`config.mk`:
```
export PLATFORM = sky130hd
export DESIGN_NAME = fs_serial_nbit
export DESIGN_NICKNAME = d
export VERILOG_FILES = /design/src/rtl/fa_pkg.sv /design/src/rtl/fs_1bit.sv /design/src/rtl/fs_serial_nbit.sv
export SDC_FILE = /design/constraint.sdc
export NUM_CORES = 1
export LEC_CHECK = 0
export BUFFER_PORTS_ARGS = -buffer_cell sky130_fd_sc_hd__buf_2
export CAP_MARGIN = 20
export CELL_PAD_IN_SITES_DETAIL_PLACEMENT = 1
export CELL_PAD_IN_SITES_GLOBAL_PLACEMENT = 2
export CORE_ASPECT_RATIO = 1.2
export CORE_UTILIZATION = 40
export CTS_BUF_LIST = sky130_fd_sc_hd__clkbuf_8
export DETAILED_ROUTE_END_ITERATION = 7
export GPL_ROUTABILITY_DRIVEN = 0
export PLACE_DENSITY_LB_ADDON = 0.1
export SKIP_LAST_GASP = 1
export SLEW_MARGIN = 20
export SYNTH_ARGS = -nofsm -noshare
export SYNTH_HDL_FRONTEND = slang
export SYNTH_SLANG_ARGS = --single-unit
```
`constraint.sdc`:
```
create_clock -name clk -period 4.1 [get_ports clk]
set_input_delay 0.41 -clock clk [delete_from_list [all_inputs] [get_ports clk]]
set_output_delay 0.41 -clock clk [all_outputs]
set_load 0.02 [all_outputs]
```
`src/rtl/fa_pkg.sv`:
```
// Shared definitions for the full-adder / full-subtractor group:
// FSM state encoding and the bit-counter width helper.
package fa_pkg;

  typedef enum logic [1:0] {
    IDLE  = 2'd0,
    SHIFT = 2'd1,
    DONE  = 2'd2
  } state_t;

  // Bit counter only needs to reach WIDTH-1; never narrower than one bit.
  function automatic int cnt_width(input int w);
    return (w <= 2) ? 1 : $clog2(w);
  endfunction

endpackage

```
`src/rtl/fs_1bit.sv`:
```
// Combinational one-bit full subtractor: dif = x - y - bi, bo = borrow out.
module fs_1bit (
  input  logic x,
  input  logic y,
  input  logic bi,
  output logic dif,
  output logic bo
);

  assign dif = x ^ y ^ bi;
  assign bo  = (~x & y) | (~(x ^ y) & bi);

endmodule

```
`src/rtl/fs_serial_nbit.sv`:
```
// Bit-serial WIDTH-bit subtractor: d = a - b - Bin, one bit per clock, LSB
// first, through a single fs_1bit cell.
//
// Handshakes: a transfer happens on a rising edge where valid and ready are
// both high. Input side: in_ready is high only in IDLE; a, b, Bin are
// captured on the accepting edge. Output side: out_valid is high only in
// DONE; d/Bout/ovf/zero are stable while out_valid=1 and out_ready=0, and
// keep their value after the transfer until the next result is loaded.
module fs_serial_nbit
  import fa_pkg::*;
#(
  parameter int WIDTH = 4
) (
  input  logic             clk,
  input  logic             rst,
  input  logic [WIDTH-1:0] a,
  input  logic [WIDTH-1:0] b,
  input  logic             Bin,
  input  logic             in_valid,
  output logic             in_ready,
  output logic [WIDTH-1:0] d,
  output logic             Bout,
  output logic             ovf,
  output logic             zero,
  output logic             out_valid,
  input  logic             out_ready
);

  localparam int CW = cnt_width(WIDTH);
  localparam logic [CW-1:0] LAST = CW'(WIDTH - 1);

  state_t             state_q, state_d;
  logic [CW-1:0]      cnt_q, cnt_d;
  logic [WIDTH-1:0]   a_sh_q, a_sh_d;
  logic [WIDTH-1:0]   b_sh_q, b_sh_d;
  logic               brw_q, brw_d;
  logic               a_msb_q, a_msb_d;
  logic               b_msb_q, b_msb_d;
  // Bits already produced; the newest bit enters at the top.
  logic [WIDTH-2:0]   r_q, r_d;
  logic [WIDTH-1:0]   d_q, d_d;
  logic               bout_q, bout_d;
  logic               ovf_q, ovf_d;
  logic               zero_q, zero_d;

  logic               cell_dif, cell_bo;
  logic [WIDTH-1:0]   res_shift;

  fs_1bit u_cell (
    .x   (a_sh_q[0]),
    .y   (b_sh_q[0]),
    .bi  (brw_q),
    .dif (cell_dif),
    .bo  (cell_bo)
  );

  // Partial result after this edge's bit is shifted in; complete on the last bit.
  assign res_shift = {cell_dif, r_q};

  // Next-state and datapath update; everything holds unless a case changes it.
  always_comb begin
    state_d = state_q;
    cnt_d   = cnt_q;
    a_sh_d  = a_sh_q;
    b_sh_d  = b_sh_q;
    brw_d   = brw_q;
    a_msb_d = a_msb_q;
    b_msb_d = b_msb_q;
    r_d     = r_q;
    d_d     = d_q;
    bout_d  = bout_q;
    ovf_d   = ovf_q;
    zero_d  = zero_q;
    case (state_q)
      IDLE: begin
        if (in_valid) begin
          a_sh_d  = a;
          b_sh_d  = b;
          brw_d   = Bin;
          a_msb_d = a[WIDTH-1];
          b_msb_d = b[WIDTH-1];
          cnt_d   = '0;
          state_d = SHIFT;
        end
      end
      SHIFT: begin
        a_sh_d = a_sh_q >> 1;
        b_sh_d = b_sh_q >> 1;
        brw_d  = cell_bo;
        r_d    = res_shift[WIDTH-1:1];
        cnt_d  = cnt_q + CW'(1);
        if (cnt_q == LAST) begin
          cnt_d   = '0;
          state_d = DONE;
          d_d     = res_shift;
          bout_d  = cell_bo;
          ovf_d   = (a_msb_q != b_msb_q) && (res_shift[WIDTH-1] != a_msb_q);
          zero_d  = (res_shift == '0);
        end
      end
      DONE: begin
        if (out_ready) state_d = IDLE;
      end
      default: state_d = IDLE;
    endcase
  end

  // State and datapath registers; reset abandons any operation in flight.
  always_ff @(posedge clk or posedge rst) begin
    if (rst) begin
      state_q <= IDLE;
      cnt_q   <= '0;
      a_sh_q  <= '0;
      b_sh_q  <= '0;
      brw_q   <= 1'b0;
      a_msb_q <= 1'b0;
      b_msb_q <= 1'b0;
      r_q     <= '0;
      d_q     <= '0;
      bout_q  <= 1'b0;
      ovf_q   <= 1'b0;
      zero_q  <= 1'b0;
    end else begin
      state_q <= state_d;
      cnt_q   <= cnt_d;
      a_sh_q  <= a_sh_d;
      b_sh_q  <= b_sh_d;
      brw_q   <= brw_d;
      a_msb_q <= a_msb_d;
      b_msb_q <= b_msb_d;
      r_q     <= r_d;
      d_q     <= d_d;
      bout_q  <= bout_d;
      ovf_q   <= ovf_d;
      zero_q  <= zero_d;
    end
  end

  assign in_ready  = (state_q == IDLE);
  assign out_valid = (state_q == DONE);
  assign d         = d_q;
  assign Bout      = bout_q;
  assign ovf       = ovf_q;
  assign zero      = zero_q;

endmodule

```
# [After elaboration in Yosys (flattened, before gate mapping)]
# Index checks and enable logic that the tools add are counted.
# Widths: inputs -> output; s select.
[classes] n_eq_ne=8 muxes=13 n_bitwise=7 n_addsub=1 n_reduce_logical=8
[ops] operator="$pmux 4 s2" n=2
[ops] operator="$mux 2" n=5
[ops] operator="$mux 4" n=2
[ops] operator="$pmux 2 s3" n=1
[ops] operator="$reduce_and 2->1" n=3
[ops] operator="$eq 2x2->1 const B" n=2
[ops] operator="$logic_not 4->1" n=1
[ops] operator="$ne 2x2->1 const B" n=2
[ops] operator="$pmux 2 s2" n=1
[ops] operator="$reduce_and 3->1" n=1
[ops] operator="$add 2x1->2 const B" n=1
[ops] operator="$and 1x1->1" n=2
[ops] operator="$eq 2x1->1 const B" n=1
[ops] operator="$logic_not 2->1" n=1
[ops] operator="$ne 1x1->1" n=2
[ops] operator="$ne 2x1->1 const B" n=1
[ops] operator="$not 1->1" n=2
[ops] operator="$pmux 1 s2" n=1
[ops] operator="$reduce_bool 2->1" n=1
[ops] operator="$xor 1x1->1" n=2
[ops] operator="$logic_and 1x1->1" n=1
[ops] operator="$mux 1" n=1
[ops] operator="$or 1x1->1" n=1
[totals] output_inout_bits=9 inputBits=13 word_cells=49 ff_bits=25

# [Logic depth before layout (Yosys ltp)]
# Gate-level depths: netlist (run 1).
[depth] ltp_word=5 mapped_depth=5 ltp_nobuf=5

# [Cells and area by module]
# From an unflattened synthesis (run 1), not the netlist that was laid out.
[hier_totals] hier_cells=107 hier_area_um2=1179.9
[by_module_without_submodules] mod="fs_serial_nbit" instances=1 seq_area_each_um2=625.6 cells_each=103 area_each_um2=1148.6
[by_module_without_submodules] mod="fs_1bit" instances=1 seq_area_each_um2=0.0 cells_each=4 area_each_um2=31.3

# [Least setup slack after synthesis (run 1)]
# Ideal clock, no wire load.
[synth_timing] kind="register to register" start="register b_sh_q[0]" end="register zero_q (netlist: zero)" setup_slack_ns=2.529 path_stages_with_launch=5 n_path_buf=0 synth_period_minus_slack_ns=1.571 required_time_ns=4.017 t_arrival_ns=1.489 setup_time_ns=0.083 cell_sequence="dfrtp_1 -> inv_1 -> fa_1 -> or4_1 -> o21ai_0"
[synth_between] elab_chain_cells=3
[synth_rtl] element="start: declaration" line_no="fs_serial_nbit.sv:35" rtl="logic [WIDTH-1:0] b_sh_q, b_sh_d;"
[synth_rtl] element="start signal: assignment" line_no="fs_serial_nbit.sv:127" rtl="b_sh_q <= b_sh_d;"
[synth_rtl] element="$xor 1x1->1 (2 in a row)" line_no="fs_1bit.sv:10" rtl="assign dif = x ^ y ^ bi;"
[synth_rtl] element="named net cell_dif" line_no="fs_serial_nbit.sv:46" rtl="logic cell_dif, cell_bo;"
[synth_rtl] element="$logic_not 4->1" line_no="fs_serial_nbit.sv:98" rtl="zero_d = (res_shift == '0);"
[synth_rtl] element="end signal: assignment" line_no="fs_serial_nbit.sv:135" rtl="zero_q <= zero_d;"
[synth_rtl] element="end: declaration" line_no="fs_serial_nbit.sv:44" rtl="logic zero_q, zero_d;"
# The timed path passes the listed nets, and every way through them passes these cells.
# A chain may end at the register's enable or synchronous reset.

# [Worst setup path after layout (run 1)]
[layout_timing] start="register state_q[0]" end="register r_q[0]"
[layout_between] elab_chain_cells=1
[layout_rtl] element="start: declaration" line_no="fs_serial_nbit.sv:32" rtl="state_t state_q, state_d;"
[layout_rtl] element="start signal: assignment" line_no="fs_serial_nbit.sv:124" rtl="state_q <= state_d;"
[layout_rtl] element="$eq 2x1->1" line_no="fs_serial_nbit.sv:74" rtl="case (state_q)"
[layout_rtl] element="end signal: assignment" line_no="fs_serial_nbit.sv:131" rtl="r_q <= r_d;"
[layout_rtl] element="end: declaration" line_no="fs_serial_nbit.sv:40" rtl="logic [WIDTH-2:0] r_q, r_d;"
# No other way between the ends.

==> metrics.txt, run 1 <==
outcome=completed; syn nets=113; Post-CTS Setup Inserts=0; Post-Place Cells=between 100 and 150; Clock Root Buffer=clkbuf_8; worst flop-to-flop path startpoint=state_q[0]$_DFFE_PP0P_; clock latency on the worst-skew pair=~270 ps; first-pass GRT wire length=between 3000 and 4000 um; clock tree buffer depth=2; total number of vias=about 790; crit-path max cell delay=between 700 and 800 ps; Reg2Reg Depth=2; Pins Over Slew Limit=0; Filler cells=approximately 310; final count of negative-setup-slack endpoints=0; Finished Cell Area=1340 um2; WP data required=4260 ps; DRT Wirelength=between 2000 and 2500 um; Syn Area/Cell=around 12 um2; Total Power=about 1.1 mW; Worst R2R End=r_q[0]$_DFFE_PP0N_; Num Clock Sinks=25; clock power share=between 10 and 15%; grt total ovfl=0; Worst Hold Class=in2async; top-area cell type share of the netlist area=a little over half; Fmax achieved=around 530 MHz; Vias per Instance=~5.2; Psw=around 400 uW; GRT Overall Usage=16.9%; Post-Syn Area=1190 um2; Final Hold Fails=0; RSZ-0062 raised after global routing=no; Die Wd=approximately 52 um; Post-DP HPWL=1640 um; Synth area leader=dfrtp_1; Worst VDD drop=about 0.40 mV; Synth area leaders=dfrtp_1, mux2_4, o21ai_0, a22oi_1, a21oi_1; die boundary height=roughly 60 um; most common cell after layout, fill and taps aside=dfrtp_1; maximum fanout along the worst path=16; core footprint=between 2000 and 3000 um2; Crit path arrival time=approximately 2100 ps; Post-CTS Resized=0; n_diodes=0; clock slew at reported path FFs=roughly 90 ps; Slew headroom=about two fifths; Pre-antenna DRT Iters=4; die area=~3200 um2; Slowest-stage cell, CP=nor2b_1; FF-to-FF setup slack=~2200 ps; Area growth, synth to finish=12.9%; CTS H-Tree Depth=1; max cap viols=0; Startpoint Class=flip-flop; hold-fix buffers at CTS=0; share of layout cells above drive strength 1=roughly a third; initial antenna violation count=0; DR WL/cell=about 15 um; # nets final=roughly 130; Initial Utilization=between 40% and 50%; Synthesis Warnings=0; Pwr per Cell Area=between 700 and 800 nW/um2; row cnt=21; critical path launch point=state_q[0]$_DFFE_PP0P_; CTS tree=done; period utilization=a little under half; crit-path cells=nor2b_1, mux2_4; WS Path Type=reg2reg; Leakage=0.677 nW; cell-internal power=about 670 uW; Syn Inst Count=98; DRT iter0 DRCs=5; Comb pwr share=between 40% and 50%; PortBufs=21; commonest cells after routing, fill and taps aside=dfrtp_1, buf_2, o21ai_0, mux2_4, a21oi_1; Placed Instance Area=about 1300 um2; CTS buffer count=3; TNS Setup=0 ps; FF+latch count, synth=25; count of different cell masters after synthesis=28; fin cells=roughly 150; clock skew=between 1.5 and 2 ps; Critical Path End Type=flip-flop; Slew @ Worst Pin=between 900 and 1000 ps; ANT nets after route=0; largest net degree at the start of global routing=26; Reg power frac=between 40% and 50%; post-layout min period=~1900 ps; switching share of power=a little under two fifths; # DRC=0; # IOs=22; vias in the first global route=858; register area share after synthesis=between 50% and 60%
[layer usage]
| metal | vias to the layer above | GRT usage [%] | share of wire, % |
|---|---|---|---|
| met1 | 386 | 19.5 | 45 |
| li1 | 383 | - | - |
| met5 | - | 0 | 0 |
| met3 | 4 | 3.16 | 3.1 |
| met4 | 0 | 8.11 | 1.3 |
| met2 | 16 | 30.2 | 50 |
[registers in the layout (all words and copies together) (netlist names), 2 cells and up]
signal,count
cnt_q,2
state_q,2
a_sh_q,4
r_q,3
d,4
b_sh_q,4
[power by group through the flow]
| stage | registers (mW) | clock network, mW | logic, mW |
|---|---|---|---|
| global placement | 0.464 | 0 | 0.462 |
| floorplan | 0.469 | 0 | 0.361 |
| detailed placement | 0.469 | 0 | 0.474 |
| global route | 0.483 | 0.159 | 0.519 |
| CTS | 0.464 | 0.151 | 0.476 |
| finish | 0.460 | 0.146 | 0.465 |
[worst max-delay path: cells and delay by family, from the launching register on]
family / cells / cell delay (ps)
muxes: 1 / 350
DFF: 1 / 670
and+or+nand+nor: 1 / 760
[per-stage QoR]
| stage | hold slack [ps] | util, % | worst slack (ps) |
|---|---|---|---|
| 2_1_floorplan | 437 | - | 2530 |
| 3_3_place_gp | 460 | 46.2 | 2310 |
| 3_5_place_dp | 467 | 46.2 | 2190 |
| 4_1_cts | 338 | 47.8 | 2200 |
| 5_1_grt | 355 | 47.8 | 2060 |
| 6_report | 332 | 47.8 | 2210 |
[cells in the mapped netlist]
cell / number
dfrtp_1: 25
o21ai_0: 10
mux2_4: 8
a21oi_1: 7
nand2_1: 6
a22oi_1: 5
inv_1: 5
a22o_1: 3
and2b_1: 3
nor2b_1: 3
a2bb2oi_1: 2
buf_2: 2
buf_6: 2
nor2_1: 2
nor3b_1: 2
and2b_4: 1
and3b_1: 1
buf_4: 1
fa_1: 1
ha_1: 1
mux2_2: 1
mux2i_1: 1
nand2b_1: 1
nand3b_4: 1
nor2b_4: 1
o21ai_1: 1
o21bai_1: 1
or4_1: 1
[worst max path at each step]
stage / slack, ps / to
after floorplan: 2530 / zero$_DFFE_PP0P_
after global placement: 2310 / r_q[1]$_DFFE_PP0N_
after detailed placement: 2190 / r_q[0]$_DFFE_PP0N_
after CTS: 2200 / r_q[0]$_DFFE_PP0N_
after global routing: 2060 / r_q[2]$_DFFE_PP0N_
final: 2210 / r_q[0]$_DFFE_PP0N_
[cell families after synthesis]
kind of cell / share of synthesized area (%)
buffers and inverters: 4.94
AND/OR/NAND/NOR: 12.8
adder cells (fa/ha/maj): 2.73
multiplexers: 11.9
flip-flops: 52.6
AO/OA/AOI/OAI: 15.0
[layout make-up]
cell class,instances,area (um2),area share (%)
Clock buffer,3,41.3,3.07
Timing Repair Buffer,21,105,7.82
Clock inverter,1,5.00,0.372
Sequential cell,25,626,46.6
Inverter,5,18.8,1.40
Tap cell,34,42.5,3.17
Multi-Input combinational cell,63,505,37.6
Power figures use the tool's default switching activity.
==> run 2, diff against run 1 <==
--- a/config.mk
+++ b/config.mk
@@ -10,7 +10,7 @@
 export CELL_PAD_IN_SITES_DETAIL_PLACEMENT = 1
 export CELL_PAD_IN_SITES_GLOBAL_PLACEMENT = 2
 export CORE_ASPECT_RATIO = 1.2
-export CORE_UTILIZATION = 40
+export CORE_UTILIZATION = 34
 export CTS_BUF_LIST = sky130_fd_sc_hd__clkbuf_8
 export DETAILED_ROUTE_END_ITERATION = 7
 export GPL_ROUTABILITY_DRIVEN = 0
==> constraint.sdc (replaced) <==
create_clock -name clk -period 1.6 [get_ports clk]
set_input_delay 0.16 -clock clk [delete_from_list [all_inputs] [get_ports clk]]
set_output_delay 0.16 -clock clk [all_outputs]
set_load 0.02 [all_outputs]
==> metrics.txt, run 2 (synthesis results as in run 1) <==
initial antenna violation count=0 (unchanged); # nets final=147 (+9.7%); WS Path Type=reg2reg; outcome=completed; Slew @ Worst Pin=336 ps (-588 ps); Placed Instance Area=1370 um2 (+5.5%); clock slew at reported path FFs=90 ps (about the same); final count of negative-setup-slack endpoints=0 (unchanged); Final Hold Fails=0 (unchanged); Startpoint Class=flip-flop; max cap viols=0 (unchanged); Worst Hold Class=in2reg; DRT Wirelength=2590 um (+17%); Fmax achieved=628 MHz (+19%); grt total ovfl=0 (unchanged); crit-path cells=inv_2, fa_1, or4_4, o21ai_2; Post-Place Cells=160 (+8.1%); crit-path max cell delay=500 ps (-260 ps); # DRC=0 (unchanged); Slowest-stage cell, CP=or4_4; period utilization=99.6% (+53 points); # IOs=22 (unchanged); Pins Over Slew Limit=0 (unchanged); post-layout min period=1590 ps (-296 ps); n_diodes=0 (unchanged); Leakage=0.742 nW (+9.6%); Worst VDD drop=0.918 mV (+130%); Finished Cell Area=1460 um2 (+8.3%); Slew headroom=77.6% (+39 points); cell family with most CP delay=simple AND/OR/NAND/NOR gates; row cnt=23 (+9.5%); DR WL/cell=15.4 um (+6.0%); commonest cells after routing, fill and taps aside=dfrtp_1, buf_2, buf_4, mux2_4, o21ai_0; Critical Path End Type=flip-flop; Max Used Layer=met4; fin cells=168 (+11%); Pre-antenna DRT Iters=4 (unchanged); CTS buffer count=3 (unchanged); CTS tree=done; clock tree buffer depth=2 (unchanged); Crit path arrival time=1800 ps (-250 ps); Num Clock Sinks=25 (unchanged); RSZ-0062 raised after global routing=yes; Clock Root Buffer=clkbuf_8; clock skew=3.76 ps (+1.93 ps); most common cell after layout, fill and taps aside=dfrtp_1; TNS Setup=0 ps (unchanged); die boundary height=66.8 um (+8.2%); met3 WL=85 um (+23%); Vias per Instance=4.99 (-3.9%); CTS H-Tree Depth=1 (unchanged); PortBufs=21 (unchanged); WP data required=1800 ps (-2460 ps); maximum fanout along the worst path=2 (-14); Die Wd=56.0 um (+8.1%); Setup WS post-layout=7.16 ps (-2200 ps); clock latency on the worst-skew pair=270 ps (about the same); share of layout cells above drive strength 1=39.7% (+8.3 points); largest net degree at the start of global routing=26 (unchanged); ANT nets after route=0 (unchanged); Initial Utilization=35.6% (-6.7 points); Setup WS pre-CTS=-53.6 ps (-2250 ps); first-pass GRT wire length=4520 um (+16%); Crit path buffers/inverters=1 (+1); Pwr per Cell Area=2060 nW/um2 (+160%); metal1 wirelength=1220 um (+21%); GRT Overall Usage=16.5% (-0.40 points); routed wl met2=1230 um (+10%); vias in the first global route=880 (+2.6%); Area growth, synth to finish=22.3%; DRT iter0 DRCs=15 (+10); Total Power=3.00 mW (+180%); die area=3740 um2 (+17%); core footprint=3340 um2 (+19%); Post-DP HPWL=1860 um (+14%); total number of vias=838 (+6.2%)
run 2: changes by cell type in the layout (fill, tap and decap cells not counted), sizes merged:
cell,before,now
buf,21,33
clkinv,1,0
dlygate4sd3,0,1
inv,5,6
run 2: layout make-up:
class                           instances  area, um2
Fill cell                             376       1880
Sequential cell                        25        627
Multi-Input combinational cell         63        513
Timing Repair Buffer                   34        205
Tap cell                               37       46.3
Clock buffer                            3       41.3
Inverter                                5       18.8
Clock inverter                          1       3.75
run 2: final timing paths:
path                                       start                      to  slack (ps)  depth (start not counted)
min in group asynchronous                    rst        d[0]$_DFFE_PP0P_         500                          4
min                                    out_ready  state_q[1]$_DFFE_PP0P_          80                          2
max in group asynchronous                    rst  state_q[1]$_DFFE_PP0P_         840                          4
max                        b_sh_q[0]$_DFFE_PP0P_        zero$_DFFE_PP0P_           7                          4
max reg2reg                b_sh_q[0]$_DFFE_PP0P_        zero$_DFFE_PP0P_           7                          4
min reg2reg                     Bout$_DFFE_PP0P_        Bout$_DFFE_PP0P_         480                          2
run 2: power breakdown:
group / switching, mW / total (mW) / internal, mW / leakage, nW
sequential: 0.251 / 1.18 / 0.925 / 0.309
clock: 0.199 / 0.371 / 0.172 / 0.0269
combinational: 0.660 / 1.45 / 0.794 / 0.406
total: 1.11 / 3.00 / 1.89 / 0.742
run 2: timing repair:
| item | in CTS | in global routing |
|---|---|---|
| hold endpoints to repair | 25 | 0 |
| resized for setup | 2 | 4 |
| hold buffers | 1 | 0 |
| buffers inserted | 1 | 2 |
| pin swaps | 1 | 1 |
| setup endpoints to repair | 1 | 3 |
run 2: stage by stage:
stage | util (%) | hold slack (ps)
after floorplan | - | 187
after global placement | 41.0 | 227
after detailed placement | 41.0 | 239
after CTS | 42.9 | 76.8
after global routing | 43.6 | 86.5
final | 43.6 | 77.3
run 2: worst register-to-register path: cells and delay by family (launching register included):
kind / cells / cell delay, ps
AO/OA/AOI/OAI: 1 / 120
adder cells (fa/ha/maj): 1 / 430
buffers and inverters: 1 / 80
flip-flops: 1 / 400
AND/OR/NAND/NOR: 1 / 500
run 2: layer usage:
layer | up-vias | track usage, %
met5 | - | 0
met4 | 0 | 10.1
met3 | 5 | 2.52
met2 | 19 | 25.1
met1 | 406 | 22.0
li1 | 408 | -
